--- config.mk ---
export PLATFORM = sky130hd
export DESIGN_NAME = vip_pattern_gen_flat
export DESIGN_NICKNAME = d
export VERILOG_FILES = /design/src/rtl/vip_pattern_gen_if.sv /design/src/rtl/vip_pattern_gen.sv /design/src/flat_wrapper.sv
export SDC_FILE = /design/constraint.sdc
export NUM_CORES = 1
export LEC_CHECK = 0
export BUFFER_PORTS_ARGS = -buffer_cell sky130_fd_sc_hd__buf_2
export CELL_PAD_IN_SITES_DETAIL_PLACEMENT = 0
export CELL_PAD_IN_SITES_GLOBAL_PLACEMENT = 1
export CORE_MARGIN = 8
export CORE_UTILIZATION = 46
export DETAILED_ROUTE_END_ITERATION = 8
export PLACE_DENSITY = 0.86
export SLEW_MARGIN = 10
export SYNTH_ARGS = -nofsm -noshare
export SYNTH_HDL_FRONTEND = slang
export SYNTH_SLANG_ARGS = --single-unit
--- constraint.sdc ---
create_clock -name clk -period 6.7 [get_ports clk]
set_input_delay 1.675 -clock clk [delete_from_list [all_inputs] [get_ports clk]]
set_output_delay 1.675 -clock clk [all_outputs]
set_load 0.02 [all_outputs]
--- src/rtl/vip_pattern_gen_if.sv ---
// Video stream bundle produced by vip_pattern_gen and consumed by the vip stages.
//   post_vs    : vertical sync, active high, whole lines
//   post_de    : active-pixel strobe
//   post_data  : {R[23:16], G[15:8], B[7:0]}, zero whenever post_de is low
//   frame_done : one-clock pulse after the last clock of each frame
interface vip_pattern_gen_if;
    logic        post_vs;
    logic        post_de;
    logic [23:0] post_data;
    logic        frame_done;

    modport master (output post_vs, post_de, post_data, frame_done);
    modport slave  (input  post_vs, post_de, post_data, frame_done);
endinterface

--- src/rtl/vip_pattern_gen.sv ---
// Test-pattern video source: programmable raster and blanking, with colour
// bars, gray ramp, solid colour or a fixed colour cast as the payload.
//   clk       : pixel clock
//   rst_n     : synchronous active-low reset
//   en        : run request, sampled in IDLE and at the end of each frame
//   pat_sel   : 0 bars, 1 gray ramp, 2 solid, 3 cast gray
//   solid_rgb : colour for pattern 2
//   vid       : video output bundle (master side)
//
// state | meaning
// IDLE  | counters parked at 0,0, all outputs low
// RUN   | raster counters advance every clock, outputs follow one clock later
module vip_pattern_gen #(
    parameter int COL    = 1280,
    parameter int ROW    = 720,
    parameter int H_SYNC = 40,
    parameter int H_BP   = 220,
    parameter int H_FP   = 110,
    parameter int V_SYNC = 5,
    parameter int V_BP   = 20,
    parameter int V_FP   = 5
) (
    input  logic              clk,
    input  logic              rst_n,
    input  logic              en,
    input  logic [1:0]        pat_sel,
    input  logic [23:0]       solid_rgb,
    vip_pattern_gen_if.master vid
);
    localparam int H_TOTAL = H_SYNC + H_BP + COL + H_FP;
    localparam int V_TOTAL = V_SYNC + V_BP + ROW + V_FP;
    localparam int HW      = (H_TOTAL > 1) ? $clog2(H_TOTAL) : 1;
    localparam int VW      = (V_TOTAL > 1) ? $clog2(V_TOTAL) : 1;
    localparam int H_ACT0  = H_SYNC + H_BP;
    localparam int H_ACT1  = H_ACT0 + COL;
    localparam int V_ACT0  = V_SYNC + V_BP;
    localparam int V_ACT1  = V_ACT0 + ROW;
    localparam int BAR_W   = COL / 8;
    localparam int BW      = (BAR_W > 1) ? $clog2(BAR_W) : 1;

    typedef enum logic {IDLE, RUN} state_t;

    state_t         state;
    logic [HW-1:0]  hcnt;
    logic [VW-1:0]  vcnt;
    logic [1:0]     pat_q;
    logic [23:0]    solid_q;
    logic [BW-1:0]  bar_pix;
    logic [2:0]     bar_idx;

    logic           line_end;
    logic           wrap_pos;
    logic           at_origin;
    logic           active;
    logic           line_start;
    logic [BW-1:0]  cur_pix;
    logic [BW-1:0]  nxt_pix;
    logic [2:0]     cur_idx;
    logic [2:0]     nxt_idx;
    logic [7:0]     x8;
    logic [23:0]    pix_rgb;

    function automatic logic [23:0] bar_rgb(input logic [2:0] idx);
        logic [23:0] c;
        case (idx)
            3'd0:    c = 24'hFFFFFF;
            3'd1:    c = 24'hFFFF00;
            3'd2:    c = 24'h00FFFF;
            3'd3:    c = 24'h00FF00;
            3'd4:    c = 24'hFF00FF;
            3'd5:    c = 24'hFF0000;
            3'd6:    c = 24'h0000FF;
            default: c = 24'h000000;
        endcase
        return c;
    endfunction

    always_comb begin
        line_end   = (hcnt == HW'(H_TOTAL - 1));
        wrap_pos   = line_end && (vcnt == VW'(V_TOTAL - 1));
        at_origin  = (hcnt == '0) && (vcnt == '0);
        active     = (hcnt >= HW'(H_ACT0)) && (hcnt <= HW'(H_ACT1 - 1)) &&
                     (vcnt >= VW'(V_ACT0)) && (vcnt <= VW'(V_ACT1 - 1));
        line_start = (hcnt == HW'(H_ACT0));

        // Bar position restarts on the first active pixel of every line, so the
        // registered copy never needs clearing during blanking.
        cur_pix = line_start ? '0   : bar_pix;
        cur_idx = line_start ? 3'd0 : bar_idx;
        if (cur_pix == BW'(BAR_W - 1)) begin
            nxt_pix = '0;
            nxt_idx = cur_idx + 3'd1;
        end else begin
            nxt_pix = cur_pix + BW'(1);
            nxt_idx = cur_idx;
        end

        x8 = 8'(hcnt - HW'(H_ACT0));
        case (pat_q)
            2'd0:    pix_rgb = bar_rgb(cur_idx);
            2'd1:    pix_rgb = {x8, x8, x8};
            2'd2:    pix_rgb = solid_q;
            default: pix_rgb = 24'hA08060;
        endcase
    end

    always_ff @(posedge clk) begin
        if (!rst_n) begin
            state          <= IDLE;
            hcnt           <= '0;
            vcnt           <= '0;
            pat_q          <= 2'd0;
            solid_q        <= 24'h0;
            bar_pix        <= '0;
            bar_idx        <= 3'd0;
            vid.post_vs    <= 1'b0;
            vid.post_de    <= 1'b0;
            vid.post_data  <= 24'h0;
            vid.frame_done <= 1'b0;
        end else begin
            case (state)
                IDLE: begin
                    hcnt           <= '0;
                    vcnt           <= '0;
                    vid.post_vs    <= 1'b0;
                    vid.post_de    <= 1'b0;
                    vid.post_data  <= 24'h0;
                    vid.frame_done <= 1'b0;
                    if (en) begin
                        state <= RUN;
                    end
                end
                RUN: begin
                    vid.post_vs    <= (vcnt < VW'(V_SYNC));
                    vid.post_de    <= active;
                    vid.post_data  <= active ? pix_rgb : 24'h0;
                    vid.frame_done <= wrap_pos;

                    // Origin is never an active pixel, so the new pattern is
                    // in place before the first pixel of the frame uses it.
                    if (at_origin) begin
                        pat_q   <= pat_sel;
                        solid_q <= solid_rgb;
                    end
                    if (active) begin
                        bar_pix <= nxt_pix;
                        bar_idx <= nxt_idx;
                    end

                    if (line_end) begin
                        hcnt <= '0;
                        if (wrap_pos) begin
                            vcnt <= '0;
                            if (!en) begin
                                state <= IDLE;
                            end
                        end else begin
                            vcnt <= vcnt + VW'(1);
                        end
                    end else begin
                        hcnt <= hcnt + HW'(1);
                    end
                end
                default: state <= IDLE;
            endcase
        end
    end
endmodule

--- src/flat_wrapper.sv ---
// flat-port wrapper written by rule: the top's interface ports become plain ports
module vip_pattern_gen_flat 
#(
    parameter int COL    = 1280,
    parameter int ROW    = 720,
    parameter int H_SYNC = 40,
    parameter int H_BP   = 220,
    parameter int H_FP   = 110,
    parameter int V_SYNC = 5,
    parameter int V_BP   = 20,
    parameter int V_FP   = 5
)
  (clk, rst_n, en, pat_sel, solid_rgb, vid_post_vs, vid_post_de, vid_post_data, vid_frame_done);
  vip_pattern_gen_if vid_i ();
  input  logic clk;
  input  logic rst_n;
  input  logic en;
  input  logic [1:0] pat_sel;
  input  logic [23:0] solid_rgb;
  output wire logic [$bits(vid_i.post_vs)-1:0] vid_post_vs;
  output wire logic [$bits(vid_i.post_de)-1:0] vid_post_de;
  output wire logic [$bits(vid_i.post_data)-1:0] vid_post_data;
  output wire logic [$bits(vid_i.frame_done)-1:0] vid_frame_done;
  assign vid_post_vs = vid_i.post_vs;
  assign vid_post_de = vid_i.post_de;
  assign vid_post_data = vid_i.post_data;
  assign vid_frame_done = vid_i.frame_done;
  vip_pattern_gen #(.COL(COL), .ROW(ROW), .H_SYNC(H_SYNC), .H_BP(H_BP), .H_FP(H_FP), .V_SYNC(V_SYNC), .V_BP(V_BP), .V_FP(V_FP)) u_core (.clk(clk), .rst_n(rst_n), .en(en), .pat_sel(pat_sel), .solid_rgb(solid_rgb), .vid(vid_i));
endmodule
==> results of run 1 <==
[layer usage]
layer / part of all wire, % / up-vias / track usage, % / wire length, um
met2: 47 / 73 / 27.2 / 4540
met3: 5.7 / 13 / 3.25 / 552
met4: 1.4 / 0 / 7.23 / 140
li1: - / 1772 / - / -
met5: 0 / - / 0 / 0
met1: 46 / 1670 / 20.5 / 4450
[per-stage QoR]
stage          utilization (%)  power, W
2_1_floorplan                -  0.000587
3_3_place_gp              49.5  0.000604
3_5_place_dp              49.5  0.000605
4_1_cts                   51.7  0.000955
5_1_grt                   51.7  0.000985
6_report                  51.7  0.000943
[critical path, stage by stage (launching register included)]
cell and delay, ps:
dfxtp_1 370, inv_1 80, ha_1 150, nor3b_1 300
nand4_1 430, and2_1 330, ha_1 240, and3_1 230
and4_1 280, nor2_1 250, nand3b_1 110, o31ai_1 190
[where the power goes]
| part | internal (W) | switching (W) | total, W |
|---|---|---|---|
| combinational | 0.0000210 | 0.0000409 | 0.0000619 |
| clock | 0.000142 | 0.000208 | 0.000350 |
| sequential | 0.000521 | 0.00000927 | 0.000531 |
[area by class of cell]
| cell class | count | area share (%) |
|---|---|---|
| Sequential cell | 86 | 39.0 |
| Timing Repair Buffer | 55 | 6.23 |
| Inverter | 13 | 1.10 |
| Tap cell | 108 | 3.06 |
| Clock buffer | 9 | 2.80 |
| Multi-Input combinational cell | 351 | 46.4 |
| Clock inverter | 7 | 1.42 |
[cell families after synthesis]
| family | Yosys count |
|---|---|
| buffers and inverters | 44 |
| flip-flops | 86 |
| XOR/XNOR | 16 |
| AND/OR/NAND/NOR | 203 |
| AO/OA/AOI/OAI | 120 |
| adder cells (fa/ha/maj) | 12 |
[flip-flops by register name, summed over array words and instances, names as in the netlist]
name / flops
u_core.hcnt: 11
u_core.state: 1
u_core.solid_q: 24
u_core.vid.post_de: 1
u_core.vid.post_data: 24
u_core.vcnt: 10
u_core.pat_q: 2
u_core.bar_idx: 3
u_core.vid.frame_done: 1
u_core.bar_pix: 8
u_core.vid.post_vs: 1
[path summary, 6_finish.rpt]
kind / to / from
worst max-delay path: u_core.bar_pix[5]$_SDFFE_PN0P_ / u_core.hcnt[0]$_SDFF_PP0_
worst min-delay path: u_core.solid_q[20]$_SDFFE_PN0P_ / u_core.solid_q[20]$_SDFFE_PN0P_
worst max register to register: u_core.bar_pix[5]$_SDFFE_PN0P_ / u_core.hcnt[0]$_SDFF_PP0_
worst min register to register: u_core.solid_q[20]$_SDFFE_PN0P_ / u_core.solid_q[20]$_SDFFE_PN0P_
[cells in the final DEF, fill, tap and decap left out, drive strengths merged, types with 2 or more instances in the layout]
master and n:
nor3b 2, and4 3, a211o 2, nand3 14, nor2 41, nand4 9
o311ai 7, dfxtp 86, and3 8, clkbuf 9, a21o 3, a311oi 3
and2 4, inv 16, or3 5, clkinvlp 3, o41ai 2, or4 7
o21ai 10, nor3 12, a21oi 65, xnor2 7, a211oi 9, nor4 3
ha 12, nand3b 6, nand2b 6, xor2 9, nand2 80, buf 55
a31oi 2, o31ai 2, o22ai 4, o211ai 2
==> run metrics, run 1 <==
status=finished, final reports clean; Synth Area in Adders=3.77%; Slew @ Worst Pin=1050 ps; Multi-input gate area=2050 um^2; Final Hold Viols=0; PD cells=213 nW/um^2; Final Cycle Share=between 40% and 50%; Area after DPL=4230 um^2; number of flops mapped to enable cells by yosys=0; Final WS setup=3640 ps; Worst slew margin=30.2%; minimum clock period=3060 ps; largest cells by area after synthesis=dfxtp_1 (43%), a21oi_1 (8.2%), nand2_1 (7.5%); Area growth syn-to-layout=10.9%; GPL Wtd Cong=0.828; Post-DP HPWL=6860 um; fmax=327 MHz; count leader, synth=dfxtp_1; I/O Buffers=55; Setup CP Type=flip-flop to flip-flop; Mapped Avg Cell Area=8.28 um^2; Overflow after GRT=0; Max clock buf depth=2; largest family of logic cells by synthesized area=simple AND/OR/NAND/NOR gates; r2r worst-path depth=11; setup bufs post-CTS=0; Initial DRC Count=129; Slew Viols, Final=0; Commonest cells post-synth=dfxtp_1 (86), nand2_1 (80), a21oi_1 (65); Primary FF master, synth=dfxtp_1; crit path launch type=flip-flop; fin cells=about 630; GRT Util Overall=~16%; DIE AREA=11900 um^2; post_cts resized=0; Num CTS Buffers=9; CP arrival=3340 ps; Worst-path clk slew=90 ps; Final Setup Violations=0; core area=8550 um^2; FF-to-FF setup slack=3640 ps; pin count of the biggest net entering global routing=33; vias in the first global route=around 3300; I/O pin cnt=56; Syn Inst Count=481; Syn Nets=522; leakage power=roughly 1.8 nW; XOR/XNOR Fraction of Synth Area=3.52%; post-synthesis cell type count=56; Synthesis Warnings=0; peak fanout along the critical path=12; dpl cells=613; Starting Density=46.6%; chip height=109 um; post-synth top area share=43.2%; Worst VDD drop=just over 0.09 mV; Final Skew=around 12 ps; cell area after layout=4420 um^2; worst min-delay path class=flip-flop to flip-flop; Avg WL per Cell=15.4 um; H-tree levels=3; hold_buf cts=0; Synth area leader=dfxtp_1; Reg area=approximately 1700 um^2; CTS tree=yes; Crit. End Element=flip-flop; clock sinks=86; Post-Synth Simple-Gate Area=24.9%; die width=approximately 110 um; first-pass GRT wire length=15600 um; ANT cells=0; drt total wl=9690 um; multiplexer share of the synthesized area=0%; ys async rst share=0%; via count=3528; Place WS=between 3000 and 4000 ps; Routed Antenna Nets=0; Synth Area in Compound Gates=approximately 19%; number of max-cap violations=0; DRT Pass-1 Iters=4; initial antenna violation count=0; Seq cells post-synth=86; Final #Nets=around 560; Clock Latency Late Sink=around 370 ps; Via density=approximately 5.6; TNS Setup=0 ps; FP Rows=34; mapped cell area=between 3000 and 4000 um^2; Hold Path Depth=2; final-layout fill cell count=840; CP required=6980 ps; drc violations=0; sequential share of the synthesized area=a little over two fifths; hold_ws=451 ps; RSZ-0062 raised after global routing=false; clk root buf=clkbuf_8; ratio of cells with drive above 1 in the final layout=around 15%
No activity file was read; power rests on OpenSTA's default activity.
==> run 2, diff against run 1 <==
- ABC_AREA: not set -> 1
- CORE_UTILIZATION: 46 -> 42
- PLACE_DENSITY: 0.86 -> 0.81
- clock period: 6.7 -> 2.83 ns (I/O delays scaled with it)
==> run 2 against run 1 <==
  * Die area is 12% higher
  * Highest routed layer unchanged
  * Flip-flop and latch count unchanged
  * Clock power grew to 2.5 times the previous value
==> run metrics, run 2 <==
CP required=3090 ps; CP Capture Point=u_core.bar_idx[0]$_SDFFE_PN0P_; Core Util, Final=48.1%; GRT Util Overall=15.6%; post-synthesis cell type count=37; clk root buf=clkbuf_8; Primary FF master, synth=dfxtp_1; crit path launch type=flip-flop; Final Cycle Share=83.5%; hold_buf cts=0; Syn Inst Count=556; Routed Antenna Nets=0; Mapped Avg Cell Area=7.44 um^2; setup bufs post-CTS=0; worst min-delay path class=flip-flop to flip-flop; Worst-path clk slew=100 ps; minimum clock period=approximately 2400 ps; I/O pin cnt=56; core area=9680 um^2; TNS Setup=0 ps; Starting Density=42.7%; Largest regs=u_core.solid_q: 24 flops, u_core.vid.post_data: 24 flops, u_core.hcnt: 11 flops; Initial DRC Count=about 260; Synthesis Warnings=0; RSZ-0062 raised after global routing=false; GPL Wtd Cong=0.832; initial antenna violation count=0; fmax=423 MHz; Slew Viols, Final=0; Synth area leader=dfxtp_1; FF-to-FF setup slack=470 ps; first-pass GRT wire length=16600 um; Syn Nets=around 600; Final Setup Violations=0; H-tree levels=3; Clock Latency Late Sink=370 ps; Num CTS Buffers=9; Final Skew=17.4 ps; status=finished, final reports clean; drt total wl=10100 um; CP arrival=around 2600 ps; Slew @ Worst Pin=between 500 and 600 ps; PD cells=about 500 nW/um^2; largest cells by area after synthesis=dfxtp_1 (42%), nand2_1 (10%), inv_1 (6.4%); sequential share of the synthesized area=between 40% and 50%; CTS tree=yes; ratio of cells with drive above 1 in the final layout=16.8%; number of flops mapped to enable cells by yosys=0; chip height=about 120 um; die width=115 um; Commonest cells post-synth=nand2_1 (114), dfxtp_1 (86), inv_1 (71); ys async rst share=0%; Setup CP Type=flip-flop to flip-flop; worst r2r src=u_core.hcnt[3]$_SDFF_PP0_; leakage power=between 2 and 2.5 nW; Seq cells post-synth=86; clock sinks=between 80 and 90; Post-DP HPWL=7340 um; Worst slew margin=between 60% and 70%; Crit. End Element=flip-flop; post-synth top area share=41.6%; vias in the first global route=3472; Max clock buf depth=2; Overflow after GRT=0; Final Hold Viols=0; number of max-cap violations=0; DRT Pass-1 Iters=5; Avg WL per Cell=13.6 um; commonest non-fill, non-tap cell in the layout=nand2_1; r2r worst-path depth=13; ANT cells=0; I/O Buffers=55; FP Rows=36; count leader, synth=nand2_1; post_cts resized=0; crit path from=u_core.hcnt[3]$_SDFF_PP0_; drc violations=0; via count=3674; DIE AREA=13300 um^2; commonest cells after routing, fill and taps aside=nand2_1 (114), dfxtp_1 (86), inv_1 (71), buf_2 (55), nor2_1 (47); Via density=4.96; pin count of the biggest net entering global routing=53; Area growth syn-to-layout=12.6%; Worst VDD drop=0.274 mV; mapped cell area=4140 um^2; worst flop-to-flop path endpoint=u_core.bar_idx[0]$_SDFFE_PN0P_; Final #Nets=644; peak fanout along the critical path=13
==> run 2: how the worst min path moves through the flow <==
| stage | start | cells past startpoint | end | slack, ps |
|---|---|---|---|---|
| final | u_core.bar_idx[2]$_SDFFE_PN0P_ | 2 | u_core.bar_idx[2]$_SDFFE_PN0P_ | 480 |
| after global routing | u_core.bar_idx[2]$_SDFFE_PN0P_ | 2 | u_core.bar_idx[2]$_SDFFE_PN0P_ | 500 |
| after CTS | u_core.bar_idx[2]$_SDFFE_PN0P_ | 2 | u_core.bar_idx[2]$_SDFFE_PN0P_ | 480 |
| after detailed placement | u_core.bar_idx[2]$_SDFFE_PN0P_ | 2 | u_core.bar_idx[2]$_SDFFE_PN0P_ | 470 |
| after global placement | u_core.bar_idx[2]$_SDFFE_PN0P_ | 2 | u_core.bar_idx[2]$_SDFFE_PN0P_ | 460 |
| after floorplan | u_core.bar_idx[2]$_SDFFE_PN0P_ | 2 | u_core.bar_idx[2]$_SDFFE_PN0P_ | 450 |
==> run 2: area by class of cell <==
class	count	area [um^2]
fillers	985	5030
multi-input cells	372	1980
clock inverters	7	71.3
well taps	133	166
repair buffers	57	303
clock buffers	9	124
flip-flops and latches	86	1720
inverters	77	289
==> run 2: metrics by stage <==
stage / hold WS (ps) / setup WS, ps / total power, W / cell area (um^2) / cells
6_report: 477 / 466 / 0.00232 / 4660 / 741
3_3_place_gp: 461 / 543 / 0.00147 / 4460 / 725
3_5_place_dp: 465 / 486 / 0.00147 / 4460 / 725
2_1_floorplan: 445 / 701 / 0.00141 / 4140 / 556
4_1_cts: 479 / 461 / 0.00234 / 4660 / 741
5_1_grt: 496 / 174 / 0.00241 / 4660 / 741
==> run 2: metal layers <==
metal  track usage (%)  vias to the layer above  routed length [um]
li1                  -                     1907                   -
met1              19.1                     1690                4760
met2              27.2                       65                4930
met3              3.62                       12                 330
met4              3.68                        0                  92
met5                 0                        -                   0
==> run 2: worst max-delay path, stage by stage (launching register included) <==
cell and delay, ps:
dfxtp_1 450, inv_1 110, ha_1 200, nand2_1 70, nor2_1 50, nand2_2 190
inv_1 90, nor2_1 100, ha_1 230, nand4_1 200, nor2_2 240, nand2_1 130
o21bai_1 150, nor2_1 50
==> run 2: power breakdown <==
group	leakage [nW]	internal [W]	total (W)	switching [W]
sequential	0.699	0.00124	0.00127	0.0000237
combinational	1.33	0.0000566	0.000171	0.000114
clock	0.102	0.000350	0.000878	0.000527
total	2.13	0.00165	0.00232	0.000665
==> run 2: kinds of logic (layout without fill, tap and decap cells) <==
family / after synthesis / in the layout / share of synthesized area, %
AO/OA/AOI/OAI: 119 / 119 / 15.6
XOR/XNOR: 7 / 7 / 1.48
adder cells (fa/ha/maj): 12 / 12 / 3.63
buffers and inverters: 98 / 150 / 10.4
flip-flops: 86 / 86 / 41.6
AND/OR/NAND/NOR: 234 / 234 / 27.3
==> run 3, diff against run 2 <==
- CORE_UTILIZATION: 42 -> 38
- PLACE_DENSITY: 0.81 -> 0.77
- clock period: 2.83 -> 2.1 ns (I/O delays scaled with it)
==> run 3 against run 2 <==
  * Flip-flop and latch count did not move
  * Maximum frequency rose by 18%
  * Critical path depth decreased by 3
  * Clock power rose by 21%
  * Critical path type unchanged
  * Largest cell class unchanged
  * Largest power group unchanged
  * Highest routed layer unchanged
==> run metrics, run 3 (synthesis gave the netlist of run 2 again) <==
Final Cycle Share=95.4%; CP arrival=2300 ps; drc violations=0; via count=3755; number of max-cap violations=0; r2r worst-path depth=10; initial antenna violation count=0; first-pass GRT wire length=17100 um; Final Hold Viols=0; CTS tree=yes; worst min-delay path class=input port to flip-flop; hold_buf cts=0; Avg WL per Cell=13.9 um; peak fanout along the critical path=13; Final Skew=9.56 ps; Clock Latency Late Sink=360 ps; CP delay by family, top=simple AND/OR/NAND/NOR gates; Hold Path Depth=3; Crit. End Element=flip-flop; FF-to-FF setup slack=roughly 96 ps; pin count of the biggest net entering global routing=53; ratio of cells with drive above 1 in the final layout=21.4%; commonest non-fill, non-tap cell in the layout=nand2_1; crit path from=u_core.hcnt[2]$_SDFF_PP0_; minimum clock period=2000 ps; Hold Path End=u_core.state$_SDFF_PN0_; Post-DP HPWL=between 7000 and 8000 um; Area growth syn-to-layout=17.0%; hold path startpoint=en; Slew @ Worst Pin=613 ps; DIE AREA=14500 um^2; ANT cells=0; crit path launch type=flip-flop; I/O Buffers=55; H-tree levels=3; Routed Antenna Nets=0; die width=120 um; drt total wl=around 11000 um; final-layout fill cell count=between 1000 and 1500; chip height=between 100 and 150 um; PD cells=about 630 nW/um^2; Largest regs=u_core.solid_q: 24 flops, u_core.vid.post_data: 24 flops, u_core.hcnt: 11 flops; clk root buf=clkbuf_8; Final WS setup=96.2 ps; crit-path max cell delay=410 ps; Via density=4.90; worst r2r src=u_core.hcnt[2]$_SDFF_PP0_; Slew Viols, Final=0; DRT Pass-1 Iters=6; CP Cell Sequence=inv_1, ha_4, inv_2, nor2_1, nand4_1, nor4b_4, buf_4, buf_6, o21ai_1, a21oi_1; Max clock buf depth=2; Core Util, Final=a little under half; CP required=about 2400 ps; I/O pin cnt=56; Worst-path clk slew=approximately 90 ps; status=finished, final reports clean; core area=10700 um^2; Final #Nets=662; Place WS=between 30 and 40 ps; slowest CP cell=nor4b_4; Total Power=0.00303 W; clock sinks=86; Setup CP Type=flip-flop to flip-flop; GPL Wtd Cong=between 0.8 and 0.9; fmax=499 MHz; Overflow after GRT=0; Worst slew margin=between 50 and 60%; Worst VDD drop=between 0.3 and 0.4 mV; vias in the first global route=3539; leakage power=2.21 nW; Num CTS Buffers=9; CP Depth=10; Starting Density=between 30% and 40%; WP buf/inv=4; commonest cells after routing, fill and taps aside=nand2_1 (113), dfxtp_1 (80), inv_1 (68), buf_2 (55), nor2_1 (45); worst flop-to-flop path endpoint=u_core.solid_q[22]$_SDFFE_PN0P_; Final Setup Violations=0; FP Rows=38; GRT Util Overall=between 10% and 20%; hold_ws=375 ps; Initial DRC Count=213
## run 3: worst max-delay path by stage
stage	end
3_5_place_dp	u_core.bar_idx[1]$_SDFFE_PN0P_
4_1_cts	u_core.bar_idx[1]$_SDFFE_PN0P_
3_3_place_gp	u_core.solid_q[19]$_SDFFE_PN0P_
5_1_grt	u_core.solid_q[10]$_SDFFE_PN0P_
2_1_floorplan	u_core.bar_idx[1]$_SDFFE_PN0P_
6_report	u_core.solid_q[22]$_SDFFE_PN0P_
## run 3: repair_timing
item,in CTS,in global routing
endpoints found under the setup margin,0,35
resized for setup,0,21
setup buffers,0,5
## run 3: layout make-up
type / count / area, um^2 / share of cell area, %
Multi-Input combinational cell: 372 / 2020 / 41.7
Sequential cell: 86 / 1730 / 35.7
Timing Repair Buffer: 75 / 454 / 9.38
Inverter: 77 / 289 / 5.97
Tap cell: 140 / 175 / 3.62
Clock buffer: 10 / 128 / 2.64
Clock inverter: 6 / 46.3 / 0.957
## run 3: through the flow
| stage | TNS (ps) | cells | cell area (um^2) |
|---|---|---|---|
| CTS | 0 | 759 | 4730 |
| global placement | 0 | 743 | 4550 |
| global route | -780 | 766 | 4840 |
| detailed placement | 0 | 743 | 4550 |
| floorplan | 0 | 556 | 4140 |
| finish | 0 | 766 | 4840 |
## run 3: worst reg2reg max path, delay by kind of cell (launching register included)
kind / cells / cell delay [ps]
compound gates: 2 / 190
fa+ha+maj: 1 / 200
buf+inv: 4 / 520
flops: 1 / 350
simple gates: 3 / 680
## run 3: per-layer routing
| metal | up-vias | routed length (um) | GRT usage (%) |
|---|---|---|---|
| met3 | 17 | 415 | 3.87 |
| met1 | 1720 | 4900 | 17.2 |
| li1 | 1945 | - | - |
| met5 | - | 0 | 0 |
| met4 | 0 | 200 | 5.62 |
| met2 | 73 | 5160 | 24.7 |
## run 3: power by group
group / internal (W) / switching, W
Combinational: 0.0000937 / 0.000163
Clock: 0.000436 / 0.000627
Sequential: 0.00168 / 0.0000308
Total: 0.00221 / 0.000821
